### src/rtl/ps2_key_tx.sv
// PS/2 device-side keyboard emulator: serialises one scan-code byte per handshake onto kclk/kdata.
// Define PS2_KEY_TX_BREAK_EN to prefix released keys with an 0xF0 break frame.
module ps2_key_tx #(
    parameter int HALF_PERIOD = 5,
    parameter int GAP         = 20
) (
    input  logic       clk,
    input  logic       reset,
    input  logic [7:0] tx_data,
    input  logic       tx_valid,
    input  logic       tx_release,
    output logic       tx_ready,
    output logic       busy,
    output logic       kclk,
    output logic       kdata
);

    localparam int PW = $clog2(2 * HALF_PERIOD);
    localparam int GW = $clog2(GAP + 1);
    localparam logic [PW-1:0] PH_FALL  = PW'(HALF_PERIOD);
    localparam logic [PW-1:0] PH_LAST  = PW'(2 * HALF_PERIOD - 1);
    localparam logic [GW-1:0] GAP_LAST = GW'(GAP);
    localparam logic [3:0]    BIT_LAST = 4'd10;

    typedef enum logic [1:0] {
        S_IDLE,
        S_SHIFT,
        S_GAP
    } state_t;

    state_t          state_q, state_d;
    logic [10:0]     frame_q, frame_d;
    logic [3:0]      bit_q, bit_d;
    logic [PW-1:0]   phase_q, phase_d;
    logic [GW-1:0]   gap_q, gap_d;
    logic            kclk_q, kclk_d;
    logic            kdata_q, kdata_d;
    logic            busy_q, busy_d;
    logic            ready_q, ready_d;

`ifdef PS2_KEY_TX_BREAK_EN
    logic            pending_q, pending_d;
    logic [7:0]      held_q, held_d;
`else
    logic            unused_release;
    assign unused_release = tx_release;
`endif

    // Frame bit order as transmitted: index 0 is the start bit, index 10 the stop bit.
    function automatic logic [10:0] make_frame(input logic [7:0] b);
        return {1'b1, ~^b, b, 1'b0};
    endfunction

    always_ff @(posedge clk) begin
        if (reset) begin
            state_q   <= S_IDLE;
            frame_q   <= '0;
            bit_q     <= '0;
            phase_q   <= '0;
            gap_q     <= '0;
            kclk_q    <= 1'b1;
            kdata_q   <= 1'b1;
            busy_q    <= 1'b0;
            ready_q   <= 1'b1;
`ifdef PS2_KEY_TX_BREAK_EN
            pending_q <= 1'b0;
            held_q    <= '0;
`endif
        end else begin
            state_q   <= state_d;
            frame_q   <= frame_d;
            bit_q     <= bit_d;
            phase_q   <= phase_d;
            gap_q     <= gap_d;
            kclk_q    <= kclk_d;
            kdata_q   <= kdata_d;
            busy_q    <= busy_d;
            ready_q   <= ready_d;
`ifdef PS2_KEY_TX_BREAK_EN
            pending_q <= pending_d;
            held_q    <= held_d;
`endif
        end
    end

    always_comb begin
        state_d   = state_q;
        frame_d   = frame_q;
        bit_d     = bit_q;
        phase_d   = phase_q;
        gap_d     = gap_q;
        kclk_d    = kclk_q;
        kdata_d   = kdata_q;
        busy_d    = busy_q;
        ready_d   = ready_q;
`ifdef PS2_KEY_TX_BREAK_EN
        pending_d = pending_q;
        held_d    = held_q;
`endif

        case (state_q)
            S_IDLE: begin
                kclk_d  = 1'b1;
                kdata_d = 1'b1;
                busy_d  = 1'b0;
                ready_d = 1'b1;
                if (tx_valid && ready_q) begin
`ifdef PS2_KEY_TX_BREAK_EN
                    if (tx_release) begin
                        frame_d   = make_frame(8'hF0);
                        held_d    = tx_data;
                        pending_d = 1'b1;
                    end else begin
                        frame_d   = make_frame(tx_data);
                        pending_d = 1'b0;
                    end
`else
                    frame_d = make_frame(tx_data);
`endif
                    state_d = S_SHIFT;
                    bit_d   = '0;
                    phase_d = '0;
                    busy_d  = 1'b1;
                    ready_d = 1'b0;
                end
            end

            // Data is presented at the start of the high phase so it has settled
            // for a full half-period before the receiver's falling-edge sample.
            S_SHIFT: begin
                phase_d = phase_q + PW'(1);
                if (phase_q == '0) begin
                    kdata_d = frame_q[bit_q];
                end
                if (phase_q == PH_FALL) begin
                    kclk_d = 1'b0;
                end
                if (phase_q == PH_LAST) begin
                    kclk_d  = 1'b1;
                    phase_d = '0;
                    if (bit_q == BIT_LAST) begin
                        state_d = S_GAP;
                        kdata_d = 1'b1;
                        gap_d   = '0;
                    end else begin
                        bit_d = bit_q + 4'd1;
                    end
                end
            end

            S_GAP: begin
                kclk_d  = 1'b1;
                kdata_d = 1'b1;
                gap_d   = gap_q + GW'(1);
                if (gap_q == GAP_LAST) begin
                    gap_d = '0;
`ifdef PS2_KEY_TX_BREAK_EN
                    if (pending_q) begin
                        frame_d   = make_frame(held_q);
                        pending_d = 1'b0;
                        state_d   = S_SHIFT;
                        bit_d     = '0;
                        phase_d   = '0;
                    end else begin
                        state_d = S_IDLE;
                        busy_d  = 1'b0;
                        ready_d = 1'b1;
                    end
`else
                    state_d = S_IDLE;
                    busy_d  = 1'b0;
                    ready_d = 1'b1;
`endif
                end
            end

            default: begin
                state_d = S_IDLE;
            end
        endcase
    end

    assign tx_ready = ready_q;
    assign busy     = busy_q;
    assign kclk     = kclk_q;
    assign kdata    = kdata_q;

endmodule
### config.mk
export PLATFORM = sky130hd
export DESIGN_NAME = ps2_key_tx
export DESIGN_NICKNAME = d
export VERILOG_FILES = /design/src/rtl/ps2_key_tx.sv
export SDC_FILE = /design/constraint.sdc
export NUM_CORES = 1
export LEC_CHECK = 0
export ABC_AREA = 1
export CAP_MARGIN = 20
export CELL_PAD_IN_SITES_DETAIL_PLACEMENT = 0
export CELL_PAD_IN_SITES_GLOBAL_PLACEMENT = 1
export CORE_MARGIN = 2
export CORE_UTILIZATION = 40
export CTS_CLUSTER_DIAMETER = 80
export DETAILED_ROUTE_END_ITERATION = 8
export GPL_TIMING_DRIVEN = 0
export PLACE_DENSITY_LB_ADDON = 0.12
export SYNTH_ARGS = -nofsm -noshare
export SYNTH_HDL_FRONTEND = slang
export SYNTH_SLANG_ARGS = --single-unit
export TNS_END_PERCENT = 50
### constraint.sdc
create_clock -name clk -period 1.9 [get_ports clk]
set_clock_uncertainty 0.2 [all_clocks]
set_input_delay 0.38 -clock clk [delete_from_list [all_inputs] [get_ports clk]]
set_output_delay 0.38 -clock clk [all_outputs]
set_load 0.01 [all_outputs]
Yosys cells after proc, flatten, opt, wreduce, memory -nomap -nowiden
Index checks and enable logic that the tools add are counted.
{"block": "op_classes", "eq_ne": 12, "add_sub_neg": 3, "reduce_logical": 16, "order_cmp": 1, "mux": 30}
{"op": "4-bit two-way mux", "count": 4}
{"op": "4-bit one-hot mux with 2 select lines", "count": 2}
{"op": "5-bit two-way mux", "count": 3}
{"op": "1-bit two-way mux", "count": 10}
{"op": "2-bit inequality test, second input constant", "count": 5}
{"op": "5-bit one-hot mux with 2 select lines", "count": 1}
{"op": "4-bit by 1-bit adder with 4-bit output, second input constant", "count": 2}
{"op": "4-bit == test, second input constant", "count": 2}
{"op": "2-bit two-way mux", "count": 4}
{"op": "1-bit one-hot mux with 2 select lines", "count": 4}
{"op": "2-bit AND reduction", "count": 4}
{"op": "4-bit AND reduction", "count": 2}
{"op": "2-bit nonzero test", "count": 4}
{"op": "8-bit XNOR reduction", "count": 1}
{"op": "2-bit one-hot mux with 3 select lines", "count": 1}
{"op": "5-bit by 1-bit adder with 5-bit output, second input constant", "count": 1}
{"op": "5-bit == test, second input constant", "count": 1}
{"op": "4-bit by 5-bit < comparator with 1-bit output, second input constant", "count": 1}
{"op": "1-bit binary-select mux with 4-bit select", "count": 1}
{"op": "4-bit by 3-bit == test with 1-bit output, second input constant", "count": 1}
{"op": "4-bit logical NOT", "count": 1}
{"op": "3-bit inequality test, second input constant", "count": 1}
{"op": "3-bit AND reduction", "count": 1}
{"op": "2-bit by 1-bit == test with 1-bit output, second input constant", "count": 1}
{"op": "other kinds (4)", "count": 4}
{"block": "word_totals", "reg_bits": 29, "out_inout_bits": 4, "input_bits": 12}

Longest topological paths before layout
{"block": "logic_depth", "depth_word": 6, "depth_mapped": 11, "mapped_depth_nobuf": 11}

Worst setup path after synthesis
OpenSTA, ideal clock, no wires.
{"block": "synth_path", "path_type": "reg2reg", "startpoint": "register bit_q[0]", "endpoint": "register bit_q[1]", "setup_ns": 0.115, "arrival_time_ns": 1.307, "stages_incl_launch_ff": 8, "setup_slack_ns": 0.278, "n_path_buf": 0, "required_time_ns": 1.585, "cell_sequence": "dfxtp_1 -> inv_2 -> ha_1 -> nand3_1 -> nor2_2 -> nor3_4 -> nor2_1 -> o21a_1"}
{"block": "synth_via", "elab_chain_cells": 4}
{"item": "from (decl)", "line": "33", "text": "logic [3:0] bit_q, bit_d;"}
{"item": "from (signal assigned)", "line": "72", "text": "bit_q <= bit_d;"}
{"item": "4-bit by 1-bit adder with 4-bit output", "line": "146", "text": "bit_d = bit_q + 4'd1;"}
{"item": "4-bit two-way mux", "line": "141", "text": "if (bit_q == BIT_LAST) begin"}
{"item": "4-bit two-way mux", "line": "138", "text": "if (phase_q == PH_LAST) begin"}
{"item": "4-bit one-hot mux with 2 select lines", "line": "101", "text": "case (state_q)"}
Several ways; a longest one is shown, not always the timed one. The select of a mux whose other input is x is not followed.
A chain may end at the register's enable or synchronous reset.

Worst setup path after layout
{"block": "layout_path", "startpoint": "register ready_q (netlist: tx_ready)", "endpoint": "output port tx_ready"}
{"item": "from (decl)", "line": "39", "text": "logic ready_q, ready_d;"}
{"item": "from (signal assigned)", "line": "78", "text": "ready_q <= ready_d;"}
{"item": "to (decl)", "line": "12", "text": "output logic tx_ready,"}
No word-level cell between the ends.

==> reports/results.tsv <==
stage	metric	value	unit
setup_path	startpoint types	register	
timing	fin crit share	94.8	%
cells_and_area	Antenna Cells	0	
clock_network	H-tree levels	2	
clock_network	Root Driver	clkbuf_8	
synth	Simple-Gate Fraction of Synth Area	29.0	%
synth	multiplexer area fraction after synthesis	0	%
setup_path	CP max FO	4	
synth	Synth Area in Compound Gates	14.7	%
timing	Worst-Margin Slew	445	ps
power	maximum vdd ir drop	0.469	mV
setup_path	ordered list of cells on the worst path	clkdlybuf4s50_1	
synth	Netlist Area Pre-Place	1520	µm²
synth	largest area contributor in the netlist	dfxtp_1	
cells_and_area	layout cells sized above 1	10.8	%
global_routing	Total GRT Usage	19.0	%
synth	Syn Nets	230	
floorplanning	die area	4300	µm²
floorplanning	core area	3660	µm²
clock_network	maximum clock path buffer count	2	
floorplanning	row count	22	
global_routing	first-pass GRT wire length	6.24	mm
worst_hold_path	Min-Delay Path Class	in2reg	
clock_network	CTS buffer count	5	
cells_and_area	Finished Layout Cells	280	
cells_and_area	post-route cell area	1810	µm²
run	max-cap viol count	0	
power	Power, Total	1.43	mW
route	Routed Antenna Nets	0	
timing	fin worst setup slack	98.8	ps
floorplanning	IO Pins	16	
route	post-DR vias/cell	4.99	
clock_network	CTS tree	yes	
synth	Seq/Total Area, Yosys	38.3	%
route	1st-pass router iterations	4	
synth	Async SR Flop Fraction	0	%
timing	Max Clk Rate	0.555	GHz
cells_and_area	layout net count	250	
timing	Slew Limit Fails	0	
placement	DP Area	1710	µm²
synth	Synth top area share	38.3	%
synth	Post-synth EDFFs	0	
setup_path	CP required	1320	ps
timing	RSZ-0062 raised after global routing	false	
placement	dpl cells	272	
synth	Mapped Cells	211	
synth	count of state elements after synthesis	29	
placement	GP Congestion	0.806	
clock_network	clk sinks	29	
placement	Port Buffers	13	
route	wire per inst	11.8	µm
synth	adder-cell share of the synthesized area	5.78	%
setup_path	Crit Path Class	reg2out	
clock_network	Skew-Pair Late Insertion Delay	280	ps
global_routing	largest net degree at the start of global routing	11	
setup_path	CP top delay family	buffers and inverters	
timing	final setup vio count	0	
power	Leak	0.754	nW
global_routing	total grt overflow	0	
placement	pre-CTS WS	-59.6	ps
route	DRC viols	0	
setup_path	crit-path max cell delay	560	ps
status	outcome	completed	
floorplanning	initial core utilization	41.4	%
timing	final hold slack	231	ps
setup_path	CP Buf/Inv Count	1	
timing	crit path time final	1800	ps
timing	final hold violation count	0	
route	drt total wl	3.29	mm
floorplanning	Die Wd	65.6	µm
timing	relative slew slack	70.3	%
global_routing	antenna violations before repair	0	
setup_path	Crit-path slowest cell	clkdlybuf4s50_1	
synth	Yosys cell types	28	
synth	Mean Syn Cell Area	7.19	µm²
synth	yosys warns	0	
synth	main area contributors after synthesis	dfxtp_1, nand2_1, inv_1, ha_1, nor2_1	
setup_path	crit end category	output port	
route	routed vias	1398	
floorplanning	die height	65.6	µm
synth	count leader, synth	nand2_1	
synth	Synth Flop Type	dfxtp_1	
route	Initial DRC Count	58	
cells_and_area	synthesis-to-layout area growth	19.1	%
placement	DP Wirelength	2.58	mm
clock_network	clock-pin slew on the worst setup and hold paths	60	ps
global_routing	vias in the first global route	1450	
synth	most frequent cells after synthesis	nand2_1, dfxtp_1, inv_1	
synth	Post-Synth XOR/XNOR Area	3.47	%
setup_path	Crit path arrival time	1220	ps
clock_network	Setup Buffers After CTS	0	
power	PD cells	789	nW/µm²
synth	main combinational cell family by area after synthesis	simple AND/OR/NAND/NOR gates	
==> sequential cells by signal (all words and copies together) (netlist names) <==
register / cells
kclk: 1
frame_q: 10
tx_ready: 1
state_q: 2
bit_q: 4
phase_q: 4
kdata: 1
busy: 1
gap_q: 5
==> report_power, final <==
part | switching (mW) | total, mW | internal [mW]
clock | 0.232 | 0.485 | 0.253
combinational | 0.152 | 0.259 | 0.107
sequential | 0.0314 | 0.682 | 0.650
==> final cells by class <==
class                   instances  area (µm²)
plain buffers                   3        13.8
fillers                       372        1850
clock inverters                 2        10.0
well taps                      48        60.1
inverters                      32         123
flip-flops and latches         29         583
repair buffers                 13         130
multi-input cells             147         815
clock buffers                   6        72.6
==> metal layers <==
metal / part of all wire [%] / wire (µm) / vias to the layer above / global-route usage, %
met4: 1.4 / 47 / 0 / 6.25
li1: - / - / 731 / -
met2: 53 / 1750 / 18 / 35.8
met3: 3.0 / 100 / 6 / 5.14
met1: 42 / 1400 / 643 / 20.1
met5: 0 / 0 / - / 0
==> metrics by stage <==
stage	TNS (ps)	util, %
after floorplan	0	-
after global placement	-7.49	46.6
after detailed placement	-156	46.6
after CTS	0	48.9
after global routing	0	49.4
final	0	49.4
==> cell usage in the layout, fill, tap and decap left out, types with 3 or more instances in the layout <==
cell and instances:
nand3_1 17, nor2_1 23, inv_2 3, a21oi_1 17, dfxtp_1 27, nand2_1 36, o21ai_0 12, inv_1 27
o21ai_1 4, xnor2_1 5, o21a_1 3, nand2_2 3, clkbuf_8 5, ha_1 7, clkdlybuf4s50_1 13, nor3_1 5
==> repair_timing <==
action	CTS	global route
hold buffers	0	0
resized for setup	1	4
gates cloned	0	0
setup endpoints to repair	2	4
==> logic make-up after synthesis <==
family                   count (synthesis)
AO/OA/AOI/OAI                           40
XOR/XNOR                                 6
adder cells (fa/ha/maj)                  7
flip-flops                              29
AND/OR/NAND/NOR                         94
buffers and inverters                   35
==> path summary, 6_finish.rpt <==
path | end | cells past startpoint | startpoint | slack (ps)
max | tx_ready | 1 | tx_ready | 100
min | frame_q[10] | 2 | reset | 230
max reg2reg | bit_q[1] | 8 | phase_q[1] | 160
min reg2reg | frame_q[4] | 2 | frame_q[4] | 260
No activity file was read; power rests on OpenSTA's default activity.
